$ cat src/rtl/controle_reservatorio.sv
// Tank refill controller: debounces the H/M/L level sensors, runs the inlet-valve refill FSM
// with a fill timeout, reports the level and gates irrigation draws.
module controle_reservatorio #(
  parameter int unsigned DEB_CYCLES   = 4,
  parameter int unsigned FILL_TIMEOUT = 1000,
  parameter int unsigned CNT_W        = 16
) (
  input  logic       clk,
  input  logic       rst_n,
  input  logic       H,
  input  logic       M,
  input  logic       L,
  input  logic       Bs,
  input  logic       Vs,
  input  logic       clr_err,
  output logic       Ve,
  output logic       irr_ok,
  output logic       err,
  output logic [1:0] err_code,
  output logic [1:0] nivel,
  output logic       bloqueio
);

  localparam int unsigned      DebW      = $clog2(DEB_CYCLES + 1);
  localparam logic [DebW-1:0]  DebLast   = DebW'(DEB_CYCLES - 1);
  localparam logic [CNT_W-1:0] TimerLast = CNT_W'(FILL_TIMEOUT - 1);

  typedef enum logic [1:0] {StOcioso, StEnchendo, StErro} state_e;

  // Sensor vectors are ordered {H, M, L}.
  logic [2:0]      raw;
  logic [2:0]      filt_q, filt_d;
  logic [DebW-1:0] deb_cnt_q [3];
  logic [DebW-1:0] deb_cnt_d [3];

  assign raw = {H, M, L};

  always_comb begin
    for (int i = 0; i < 3; i++) begin
      filt_d[i]    = filt_q[i];
      deb_cnt_d[i] = '0;
      if (raw[i] != filt_q[i]) begin
        if (deb_cnt_q[i] == DebLast) begin
          filt_d[i] = raw[i];
        end else begin
          deb_cnt_d[i] = deb_cnt_q[i] + 1'b1;
        end
      end
    end
  end

  always_ff @(posedge clk or negedge rst_n) begin
    if (!rst_n) begin
      filt_q <= '0;
      for (int i = 0; i < 3; i++) begin
        deb_cnt_q[i] <= '0;
      end
    end else begin
      filt_q <= filt_d;
      for (int i = 0; i < 3; i++) begin
        deb_cnt_q[i] <= deb_cnt_d[i];
      end
    end
  end

  logic       consistent;
  logic [1:0] level;

  // Only thermometer-coded patterns are physically possible with a healthy sensor stack.
  always_comb begin
    consistent = 1'b1;
    level      = 2'b00;
    unique case (filt_q)
      3'b000:  level = 2'b00;
      3'b001:  level = 2'b01;
      3'b011:  level = 2'b10;
      3'b111:  level = 2'b11;
      default: consistent = 1'b0;
    endcase
  end

  state_e           state_q, state_d;
  logic [1:0]       code_q, code_d;
  logic [CNT_W-1:0] timer_q, timer_d;
  logic             irr_ok_q, bloq_q, ve_q, err_q;
  logic [1:0]       nivel_q;

  always_comb begin
    state_d = state_q;
    code_d  = code_q;
    timer_d = timer_q;
    if (!consistent) begin
      // Sensor inconsistency outranks a timeout on the same edge.
      state_d = StErro;
      code_d  = 2'b01;
    end else begin
      unique case (state_q)
        StOcioso: begin
          if (!filt_q[1]) begin
            state_d = StEnchendo;
            timer_d = '0;
          end
        end
        StEnchendo: begin
          if (filt_q[2]) begin
            state_d = StOcioso;
          end else if (timer_q == TimerLast) begin
            state_d = StErro;
            code_d  = 2'b10;
          end else begin
            timer_d = timer_q + 1'b1;
          end
        end
        StErro: begin
          if (clr_err) begin
            state_d = StOcioso;
            code_d  = 2'b00;
          end
        end
        default: state_d = StOcioso;
      endcase
    end
  end

  always_ff @(posedge clk or negedge rst_n) begin
    if (!rst_n) begin
      state_q  <= StOcioso;
      code_q   <= 2'b00;
      timer_q  <= '0;
      ve_q     <= 1'b0;
      err_q    <= 1'b0;
      irr_ok_q <= 1'b0;
      nivel_q  <= 2'b00;
      bloq_q   <= 1'b0;
    end else begin
      state_q  <= state_d;
      code_q   <= code_d;
      timer_q  <= timer_d;
      ve_q     <= (state_d == StEnchendo);
      err_q    <= (state_d == StErro);
      irr_ok_q <= (state_d != StErro) && filt_q[0];
      if (consistent) begin
        nivel_q <= level;
      end
      if ((Bs || Vs) && !irr_ok_q) begin
        bloq_q <= 1'b1;
      end else if (clr_err) begin
        bloq_q <= 1'b0;
      end
    end
  end

  assign Ve       = ve_q;
  assign err      = err_q;
  assign err_code = code_q;
  assign irr_ok   = irr_ok_q;
  assign nivel    = nivel_q;
  assign bloqueio = bloq_q;

endmodule
$ cat config.mk
export PLATFORM = sky130hd
export DESIGN_NAME = controle_reservatorio
export DESIGN_NICKNAME = d
export VERILOG_FILES = /design/src/rtl/controle_reservatorio.sv
export SDC_FILE = /design/constraint.sdc
export NUM_CORES = 1
export LEC_CHECK = 0
export BUFFER_PORTS_ARGS = -buffer_cell sky130_fd_sc_hd__buf_2
export CORE_MARGIN = 4
export CORE_UTILIZATION = 30
export CTS_BUF_LIST = sky130_fd_sc_hd__clkbuf_16
export CTS_CLUSTER_SIZE = 14
export DETAILED_ROUTE_END_ITERATION = 6
export PLACE_DENSITY = 0.54
export SYNTH_ARGS = -nofsm -noshare
export SYNTH_HDL_FRONTEND = slang
export SYNTH_SLANG_ARGS = --single-unit
$ cat constraint.sdc
create_clock -name clk -period 5.4 [get_ports clk]
set_input_delay 1.08 -clock clk [delete_from_list [all_inputs] [get_ports clk]]
set_output_delay 1.08 -clock clk [all_outputs]
set_load 0.03 [all_outputs]
==> Flow_metrics.wiki, run 1 <==
{| class="wikitable"
! Metric !! Value
|-
| Tightest Pin Transition || 1.103 ns
|-
| Gp weighted congestion || 0.7317
|-
| Filler Cell Count || 605
|-
| Launch point of the worst reg-to-reg path || timer_q[12]$_DFFE_PN0P_
|-
| Vias in the first global route || 1412
|-
| Worst Path Required || 5.57 ns
|-
| Number of antenna violations at the first check in global routing || 0
|-
| Source of the critical timing path || clr_err
|-
| Area Growth Syn to Fin || 18.12%
|-
| Post-synth top flop || sky130_fd_sc_hd__dfrtp_1
|-
| Routed vias || 1435
|-
| PwrDens || 477.8 mW/mm^2
|-
| Setup repair after global routing missed its margin || no
|-
| RR Endpoint || timer_q[1]$_DFFE_PN0P_
|-
| Core Box Area || 0.006061 mm^2
|-
| Cell type with the largest total area after synthesis || sky130_fd_sc_hd__dfrtp_1
|-
| Maximum fanout count along the critical path || 4
|-
| Largest stage delay, worst path || 0.48 ns
|-
| Hold Buf Count CTS || 0
|-
| Relative max-transition margin || 25.83%
|-
| Synthesized area divided by synthesized cell count || 10.49 um^2
|-
| Capturing instance or port of the critical path || err_code[1]$_DFFE_PN0P_
|-
| Wire length after detailed routing || 3.825 mm
|-
| Synth Register Bits || 38
|-
| Highest achievable clock rate || 478.5 MHz
|-
| Clock buffer count from CTS || 5
|-
| Cell breakdown of the critical path || buf_2 > or3b_2 > nor3_1 > nor2_1 > a32o_1
|-
| Number of cells upsized or downsized after cts || 0
|-
| Number of cells on the critical path || 5
|-
| Starting density of the core || 31.67%
|-
| Leakage power figure || 0.9717 nW
|-
| # H-tree levels || 2
|-
| Type of the worst setup path || in -> reg
|-
| Most frequent cell after synthesis || sky130_fd_sc_hd__dfrtp_1
|-
| Outcome || completed
|-
| Worst-case reg-to-reg path depth || 4
|-
| Sequential cell area || 950.9 um^2
|-
| Remaining global-route overflow || 0
|-
| Post-route DRC violation count || 0
|-
| Pin count of the biggest net entering global routing || 39
|-
| Count of maximum capacitance violations || 0
|-
| Post-synth top area share || 49.54%
|-
| HPWL after detailed placement || 2.657 mm
|-
| Via count normalized by instance count || 5.181
|-
| Net count of the finished layout || 213
|-
| Number of hold violations in the final report || 0
|-
| CP Data Arrival Time || 2.26 ns
|-
| Root buffer selected by CTS || sky130_fd_sc_hd__clkbuf_16
|-
| Core Rows || 28
|-
| Setup violation total in the final timing report || 0
|-
| Area contributors post-synth || sky130_fd_sc_hd__dfrtp_1, sky130_fd_sc_hd__nand2_1, sky130_fd_sc_hd__a21oi_1
|-
| R2R setup slack || 3.34 ns
|-
| GR met1 Demand/Resource || 14.48%
|-
| Die boundary width || 87.99 um
|-
| Count of warnings emitted by yosys || 0
|-
| Fraction of layout instances using a drive strength above 1 || 20.79%
|-
| Count of mapped cells out of synthesis || 183
|-
| Grt peak-use layer || met2
|-
| Buffer and inverter count on the worst path || 1
|-
| N_diodes || 0
|-
| Met3 track utilization from global routing || 2.634%
|-
| Finished Core Util || 37.41%
|-
| Maximum clock path buffer count || 2
|-
| Hold crit path type || reg -> reg
|-
| Number of synthesized flops with an enable pin || 0
|-
| Clock insertion delay at the later pin of the skew report || 0.28 ns
|-
| CP Launch Type || primary input
|-
| Average wire length per cell after detail routing || 13.81 um
|-
| Setup Buffers After CTS || 0
|-
| Post-route worst setup slack || 3.310 ns
|-
| Share of the clock period used by the worst path || 38.70%
|-
| Number of nets still failing antenna checks after routing || 0
|-
| Dominant delay contributor by cell family on the critical path || simple AND/OR/NAND/NOR gates
|-
| Critical path capture point type || register
|-
| Cell area after technology mapping || 0.001919 mm^2
|-
| Die Y-Extent || 87.99 um
|-
| Worst vdd rail ir drop || 271.8 uV
|-
| CTS tree || built
|-
| Synth cell types || 43
|-
| Master of the slowest instance on the critical path || sky130_fd_sc_hd__or3b_2
|-
| Setup TNS Final || 0 ns
|-
| Final clock skew || 0.002551 ns
|-
| Number of port buffers || 15
|-
| Proportion of register bits with asynchronous set or reset after synthesis || 100.0%
|-
| Total routing usage reported by global routing || 10.69%
|-
| Max-slew violation total from the final report || 0
|-
| Footprint of the multi-input gates || 934.6 um^2
|-
| Global-route met2 utilization || 17.05%
|-
| Die ar. || 0.007741 mm^2
|-
| I/O pin count || 16
|-
| Sequential element share of the synthesized area || 49.54%
|-
| First-pass GRT wire length || 6.589 mm
|-
| Synth Net Count || 195
|-
| Top post-synthesis cells by count || sky130_fd_sc_hd__dfrtp_1, sky130_fd_sc_hd__nand2_1, sky130_fd_sc_hd__nor2_1
|-
| Post-place setup slack || 3.017 ns
|-
| Number of clock sinks || 38
|-
| Time the final worst path needs with I/O delays and setup || 2.090 ns
|-
| Number of detailed-route iterations in the first pass || 4
|-
| Post-CTS clock slew at the launch and capture registers of the worst setup and hold paths || 0.06 ns
|-
| Starting DRT DRC Count || 54
|}
## state kept, by name (all words and copies together) (netlist names)
register	flops
bloqueio	1
irr_ok	1
deb_cnt_q	9
Ve	1
filt_q	3
err_code	2
state_q	2
nivel	2
err	1
timer_q	16
## how the worst min path moves through the flow
stage	start	to	slack, ns	depth (start not counted)
after detailed placement	deb_cnt_q[3]$_DFF_PN0_	deb_cnt_q[3]$_DFF_PN0_	0.43	1
after floorplan	deb_cnt_q[0]$_DFF_PN0_	deb_cnt_q[0]$_DFF_PN0_	0.42	1
after CTS	deb_cnt_q[3]$_DFF_PN0_	deb_cnt_q[3]$_DFF_PN0_	0.44	1
after global placement	deb_cnt_q[3]$_DFF_PN0_	deb_cnt_q[3]$_DFF_PN0_	0.43	1
after global routing	deb_cnt_q[3]$_DFF_PN0_	deb_cnt_q[3]$_DFF_PN0_	0.47	1
final	deb_cnt_q[0]$_DFF_PN0_	deb_cnt_q[0]$_DFF_PN0_	0.44	1
## per-layer routing
metal	routed length [um]	up-vias
li1	-	710
met1	1969	706
met2	1726	15
met3	103	4
met4	25	0
met5	0	-
## cell type report
class | count | area share [%]
timing repair buffer | 15 | 3.311
multi-input combinational | 136 | 41.23
inverter | 5 | 0.8278
sequential | 38 | 41.94
clock inverter | 3 | 3.035
clock buffer | 5 | 5.519
tap | 75 | 4.139
## cell usage in the layout, fill, tap and decap left out, types with 6 or more instances in the layout
cell	Yosys	routed
sky130_fd_sc_hd__nor2_1	12	12
sky130_fd_sc_hd__nor3_1	8	8
sky130_fd_sc_hd__nand3_1	8	8
sky130_fd_sc_hd__buf_2	0	15
sky130_fd_sc_hd__o21ai_0	7	7
sky130_fd_sc_hd__a21oi_1	10	10
sky130_fd_sc_hd__nand2_1	15	15
sky130_fd_sc_hd__dfrtp_1	38	38
sky130_fd_sc_hd__nor2b_1	6	6
## power by group
part,internal (W),switching (W),total (W)
clock network,0.000265,0.000118,0.000383
registers,0.000346,0.0000748,0.000421
logic,0.000113,0.000165,0.000279
total,0.000725,0.000358,0.00108
## metrics by stage
| step | std cells | area (um^2) | hold WS [ns] | power (W) |
|---|---|---|---|---|
| after global routing | 277 | 2267 | 0.4664 | 0.001150 |
| after CTS | 277 | 2267 | 0.4420 | 0.001096 |
| final | 277 | 2267 | 0.4405 | 0.001083 |
| after floorplan | 183 | 1919 | 0.4192 | 0.0006312 |
| after detailed placement | 269 | 2073 | 0.4339 | 0.0007060 |
| after global placement | 269 | 2073 | 0.4349 | 0.0007027 |
## cell families after synthesis
family          share of synthesized area [%]
flops                                   49.54
xor+xnor                                1.825
buf+inv                                 1.760
compound gates                          11.28
mux                                     5.346
fa+ha+maj                               2.608
simple gates                            27.64
Power figures use the tool's default switching activity.
==> run 2: changes to the inputs <==
--- a/config.mk
+++ b/config.mk
@@ -5,13 +5,14 @@
 export SDC_FILE = /design/constraint.sdc
 export NUM_CORES = 1
 export LEC_CHECK = 0
+export ABC_AREA = 1
 export BUFFER_PORTS_ARGS = -buffer_cell sky130_fd_sc_hd__buf_2
 export CORE_MARGIN = 4
 export CORE_UTILIZATION = 30
 export CTS_BUF_LIST = sky130_fd_sc_hd__clkbuf_16
 export CTS_CLUSTER_SIZE = 14
 export DETAILED_ROUTE_END_ITERATION = 6
-export PLACE_DENSITY = 0.54
+export PLACE_DENSITY = 0.55
 export SYNTH_ARGS = -nofsm -noshare
 export SYNTH_HDL_FRONTEND = slang
 export SYNTH_SLANG_ARGS = --single-unit
==> constraint.sdc (replaced) <==
create_clock -name clk -period 1.85 [get_ports clk]
set_input_delay 0.37 -clock clk [delete_from_list [all_inputs] [get_ports clk]]
set_output_delay 0.37 -clock clk [all_outputs]
set_load 0.03 [all_outputs]
==> run 2 against run 1 <==
Net effect: critical path type is now reg -> reg; clock skew about the same; non-clock buffer count is 4 higher; largest power group unchanged; register-to-register slack worse by 3.0 ns.
==> Flow_metrics.wiki, run 2 <==
{| class="wikitable"
! Metric !! Value
|-
| Final clock skew || 0.002163 ns (was 0.002551 ns)
|-
| Core Box Area || 0.006459 mm^2 (was 0.006061 mm^2)
|-
| Setup Buffers After CTS || 0 (unchanged)
|-
| Cell type with the largest total area after synthesis || sky130_fd_sc_hd__dfrtp_1 (unchanged)
|-
| Area contributors post-synth || sky130_fd_sc_hd__dfrtp_1, sky130_fd_sc_hd__nand2_1, sky130_fd_sc_hd__nand3_1 (was sky130_fd_sc_hd__dfrtp_1, sky130_fd_sc_hd__nand2_1, sky130_fd_sc_hd__a21oi_1)
|-
| Sequential element share of the synthesized area || 47.09% (was 49.54%)
|-
| Hold Buf Count CTS || 0 (unchanged)
|-
| Internal Pwr Total || 0.001945 W (was 0.0007251 W)
|-
| Hold crit path type || in -> async (was reg -> reg)
|-
| Critical path capture point type || register (unchanged)
|-
| Starting density of the core || 31.27% (was 31.67%)
|-
| Synthesized area divided by synthesized cell count || 8.143 um^2 (was 10.49 um^2)
|-
| Fraction of layout instances using a drive strength above 1 || 17.10% (was 20.79%)
|-
| Worst vdd rail ir drop || 455.8 uV (was 271.8 uV)
|-
| Via count normalized by instance count || 4.630 (was 5.181)
|-
| Source of the critical timing path || timer_q[0]$_DFFE_PN0P_ (was clr_err)
|-
| Synth Register Bits || 38 (unchanged)
|-
| Max-slew violation total from the final report || 0 (unchanged)
|-
| Pin count of the biggest net entering global routing || 31 (was 39)
|-
| Maximum fanout count along the critical path || 30 (was 4)
|-
| # H-tree levels || 2 (unchanged)
|-
| Post-CTS clock slew at the launch and capture registers of the worst setup and hold paths || 0.05 ns (was 0.06 ns)
|-
| Number of flip-flops under the largest register name || 16 (unchanged)
|-
| Count of warnings emitted by yosys || 0 (unchanged)
|-
| HPWL after detailed placement || 2.813 mm (was 2.657 mm)
|-
| Worst Path Required || 2.06 ns (was 5.57 ns)
|-
| Worst-case reg-to-reg path depth || 8 (was 4)
|-
| R2R setup slack || 0.29 ns (was 3.34 ns)
|-
| Total routing usage reported by global routing || 10.37% (was 10.69%)
|-
| Number of cells upsized or downsized after cts || 0 (unchanged)
|-
| CTS tree || built (unchanged)
|-
| Tightest Pin Transition || 0.5036 ns (was 1.103 ns)
|-
| Net switching power of the design || 0.001019 W (was 0.0003581 W)
|-
| Gate power share || 29.7% (was 25.7%)
|-
| First-pass GRT wire length || 6.755 mm (was 6.589 mm)
|-
| Switching part of the total power || 34.38% (was 33.06%)
|-
| Clock insertion delay at the later pin of the skew report || 0.28 ns (about the same)
|-
| Relative contribution of sequential cells to total power || 38.8% (was 38.9%)
|-
| Gp weighted congestion || 0.8446 (was 0.7317)
|-
| Core Rows || 29 (was 28)
|-
| Number of hold violations in the final report || 0 (unchanged)
|-
| Setup TNS Final || 0 ns (unchanged)
|-
| Highest achievable clock rate || 642.1 MHz
|-
| Vias in the first global route || 1442 (was 1412)
|-
| Setup violation total in the final timing report || 0 (unchanged)
|-
| I/O pin count || 16 (unchanged)
|-
| Post-place setup slack || 0.3052 ns (was 3.017 ns)
|-
| Register bank with the most flops || timer_q (unchanged)
|-
| Share of the clock period used by the worst path || 84.18%
|-
| Biggest regs || timer_q x16, deb_cnt_q x9, filt_q x3 (unchanged)
|-
| Post-synth top flop || sky130_fd_sc_hd__dfrtp_1 (unchanged)
|-
| Clock buffer count from CTS || 5 (unchanged)
|-
| Die ar. || 0.008108 mm^2 (was 0.007741 mm^2)
|-
| Proportion of register bits with asynchronous set or reset after synthesis || 100.0% (unchanged)
|-
| N_diodes || 0 (unchanged)
|-
| Net count of the finished layout || 281 (was 213)
|-
| Number of nets still failing antenna checks after routing || 0 (unchanged)
|-
| Cell area after technology mapping || 0.002019 mm^2 (was 0.001919 mm^2)
|-
| Wire length after detailed routing || 3.813 mm (was 3.825 mm)
|-
| Synth cell types || 24 (was 43)
|-
| Synth Net Count || 260 (was 195)
|-
| Time the final worst path needs with I/O delays and setup || 1.557 ns
|-
| Setup repair after global routing missed its margin || no (unchanged)
|-
| Post-route worst setup slack || 0.2926 ns (was 3.310 ns)
|-
| Count of mapped cells out of synthesis || 248 (was 183)
|-
| Most common cell after layout, fill and taps aside || sky130_fd_sc_hd__nand2_1 (was sky130_fd_sc_hd__dfrtp_1)
|-
| Proportion of power drawn by the clock network || 31.5% (was 35.4%)
|-
| Leakage power figure || 1.094 nW (was 0.9717 nW)
|-
| Root buffer selected by CTS || sky130_fd_sc_hd__clkbuf_16 (unchanged)
|-
| Capturing instance or port of the critical path || timer_q[2]$_DFFE_PN0P_ (was err_code[1]$_DFFE_PN0P_)
|-
| Outcome || completed (unchanged)
|-
| Type of the worst setup path || reg -> reg (was in -> reg)
|-
| Top post-synthesis cells by count || sky130_fd_sc_hd__nand2_1, sky130_fd_sc_hd__dfrtp_1, sky130_fd_sc_hd__nor2_1 (was sky130_fd_sc_hd__dfrtp_1, sky130_fd_sc_hd__nand2_1, sky130_fd_sc_hd__nor2_1)
|-
| Routed vias || 1602 (was 1435)
|-
| Die Y-Extent || 90.05 um (was 87.99 um)
|-
| CP Data Arrival Time || 1.76 ns (was 2.26 ns)
|-
| Maximum clock path buffer count || 2 (unchanged)
|-
| Relative max-transition margin || 66.43% (was 25.83%)
|-
| Highest-count cells in the layout ignoring fill and taps || sky130_fd_sc_hd__nand2_1, sky130_fd_sc_hd__dfrtp_1, sky130_fd_sc_hd__nor2_1, sky130_fd_sc_hd__inv_1, sky130_fd_sc_hd__nand3_1 (was sky130_fd_sc_hd__dfrtp_1, sky130_fd_sc_hd__nand2_1, sky130_fd_sc_hd__buf_2, sky130_fd_sc_hd__nor2_1, sky130_fd_sc_hd__a21oi_1)
|-
| Launch point of the worst reg-to-reg path || timer_q[0]$_DFFE_PN0P_ (was timer_q[12]$_DFFE_PN0P_)
|-
| Post-route DRC violation count || 0 (unchanged)
|-
| Number of port buffers || 15 (unchanged)
|-
| PwrDens || 1265 mW/mm^2 (was 477.8 mW/mm^2)
|-
| Most frequent cell after synthesis || sky130_fd_sc_hd__nand2_1 (was sky130_fd_sc_hd__dfrtp_1)
|-
| Number of antenna violations at the first check in global routing || 0 (unchanged)
|-
| Remaining global-route overflow || 0 (unchanged)
|-
| Starting DRT DRC Count || 109 (was 54)
|-
| RR Endpoint || timer_q[2]$_DFFE_PN0P_ (was timer_q[1]$_DFFE_PN0P_)
|-
| Die boundary width || 90.05 um (was 87.99 um)
|-
| Area Growth Syn to Fin || 16.05% (was 18.12%)
|-
| CP Launch Type || register (was primary input)
|-
| Average wire length per cell after detail routing || 11.02 um (was 13.81 um)
|-
| Post-synth top area share || 47.09% (was 49.54%)
|-
| Count of maximum capacitance violations || 0 (unchanged)
|-
| Number of synthesized flops with an enable pin || 0 (unchanged)
|-
| Number of detailed-route iterations in the first pass || 4 (unchanged)
|-
| Number of clock sinks || 38 (unchanged)
|}
[run 2: cell count changes after synthesis, moves of 6 or more]
| cell | change |
|---|---|
| sky130_fd_sc_hd__inv_1 | +21 |
| sky130_fd_sc_hd__nor2b_1 | -6 |
| sky130_fd_sc_hd__nand2_1 | +54 |
| sky130_fd_sc_hd__o21ai_2 | +14 |
| sky130_fd_sc_hd__nor2_1 | +18 |
| sky130_fd_sc_hd__nand3_1 | +18 |
| sky130_fd_sc_hd__a21oi_1 | -6 |
[run 2: through the flow]
step | area (um^2) | hold WS, ns | utilization, % | std cells | power, W
floorplan | 2019 | 0.07441 | - | 248 | 0.001863
global placement | 2185 | 0.3794 | 33.82 | 339 | 0.002057
detailed placement | 2185 | 0.3749 | 33.82 | 339 | 0.002061
CTS | 2344 | 0.08063 | 36.28 | 346 | 0.003015
global route | 2344 | 0.1080 | 36.28 | 346 | 0.003193
finish | 2344 | 0.05581 | 36.28 | 346 | 0.002964
[run 2: power groups by stage]
stage	Clock (W)	Sequential (W)	Combinational [W]
after floorplan	0	0.00127	0.000592
after global placement	0	0.00116	0.000895
after detailed placement	0	0.00117	0.000894
after CTS	0.000964	0.00115	0.000898
after global routing	0.00100	0.00118	0.00101
final	0.000934	0.00115	0.000880
[run 2: worst max-delay path, cell delays in order, from the launching register on]
cell and delay, ns:
sky130_fd_sc_hd__dfrtp_1 0.40, sky130_fd_sc_hd__ha_1 0.22, sky130_fd_sc_hd__nand3_1 0.09, sky130_fd_sc_hd__nor2_1 0.18, sky130_fd_sc_hd__nand3_1 0.13, sky130_fd_sc_hd__nand2_2 0.11
sky130_fd_sc_hd__buf_12 0.19, sky130_fd_sc_hd__nand2_1 0.09, sky130_fd_sc_hd__o21ai_2 0.06
[run 2: cells by family after synthesis]
kind of cell | Yosys count | synth area share (%)
adders and majority gates | 4 | 2.478
DFF | 38 | 47.09
buffers and inverters | 31 | 7.249
and+or+nand+nor | 144 | 30.79
AOI/OAI and AO/OA | 22 | 8.241
muxes | 2 | 1.115
xor gates and xnor gates | 7 | 3.036
[run 2: worst min-delay path by stage]
stage / cells after the start / slack [ns] / endpoint / start
6_report: 1 / 0.06 / timer_q[13]$_DFFE_PN0P_ / rst_n
5_1_grt: 1 / 0.11 / timer_q[13]$_DFFE_PN0P_ / rst_n
4_1_cts: 1 / 0.08 / timer_q[13]$_DFFE_PN0P_ / rst_n
3_5_place_dp: 1 / 0.37 / timer_q[13]$_DFFE_PN0P_ / rst_n
3_3_place_gp: 1 / 0.38 / timer_q[13]$_DFFE_PN0P_ / rst_n
2_1_floorplan: 0 / 0.07 / Ve$_DFF_PN0_ / rst_n
[run 2: layer usage]
| layer | track usage (%) | up-vias | share of wire, % |
|---|---|---|---|
| li1 | - | 844 | - |
| met4 | 5.357 | 0 | 2.0 |
| met5 | 0 | - | 0 |
| met2 | 15.18 | 23 | 43 |
| met1 | 13.76 | 731 | 51 |
| met3 | 3.088 | 4 | 3.5 |
[run 2: area by class of cell]
class | count | area, um^2
clock buffer | 5 | 125.1
tap | 77 | 96.34
inverter | 26 | 97.59
clock inverter | 2 | 33.78
timing repair buffer | 19 | 117.6
multi-input combinational | 179 | 922.1
fill | 660 | 4115
sequential | 38 | 950.9
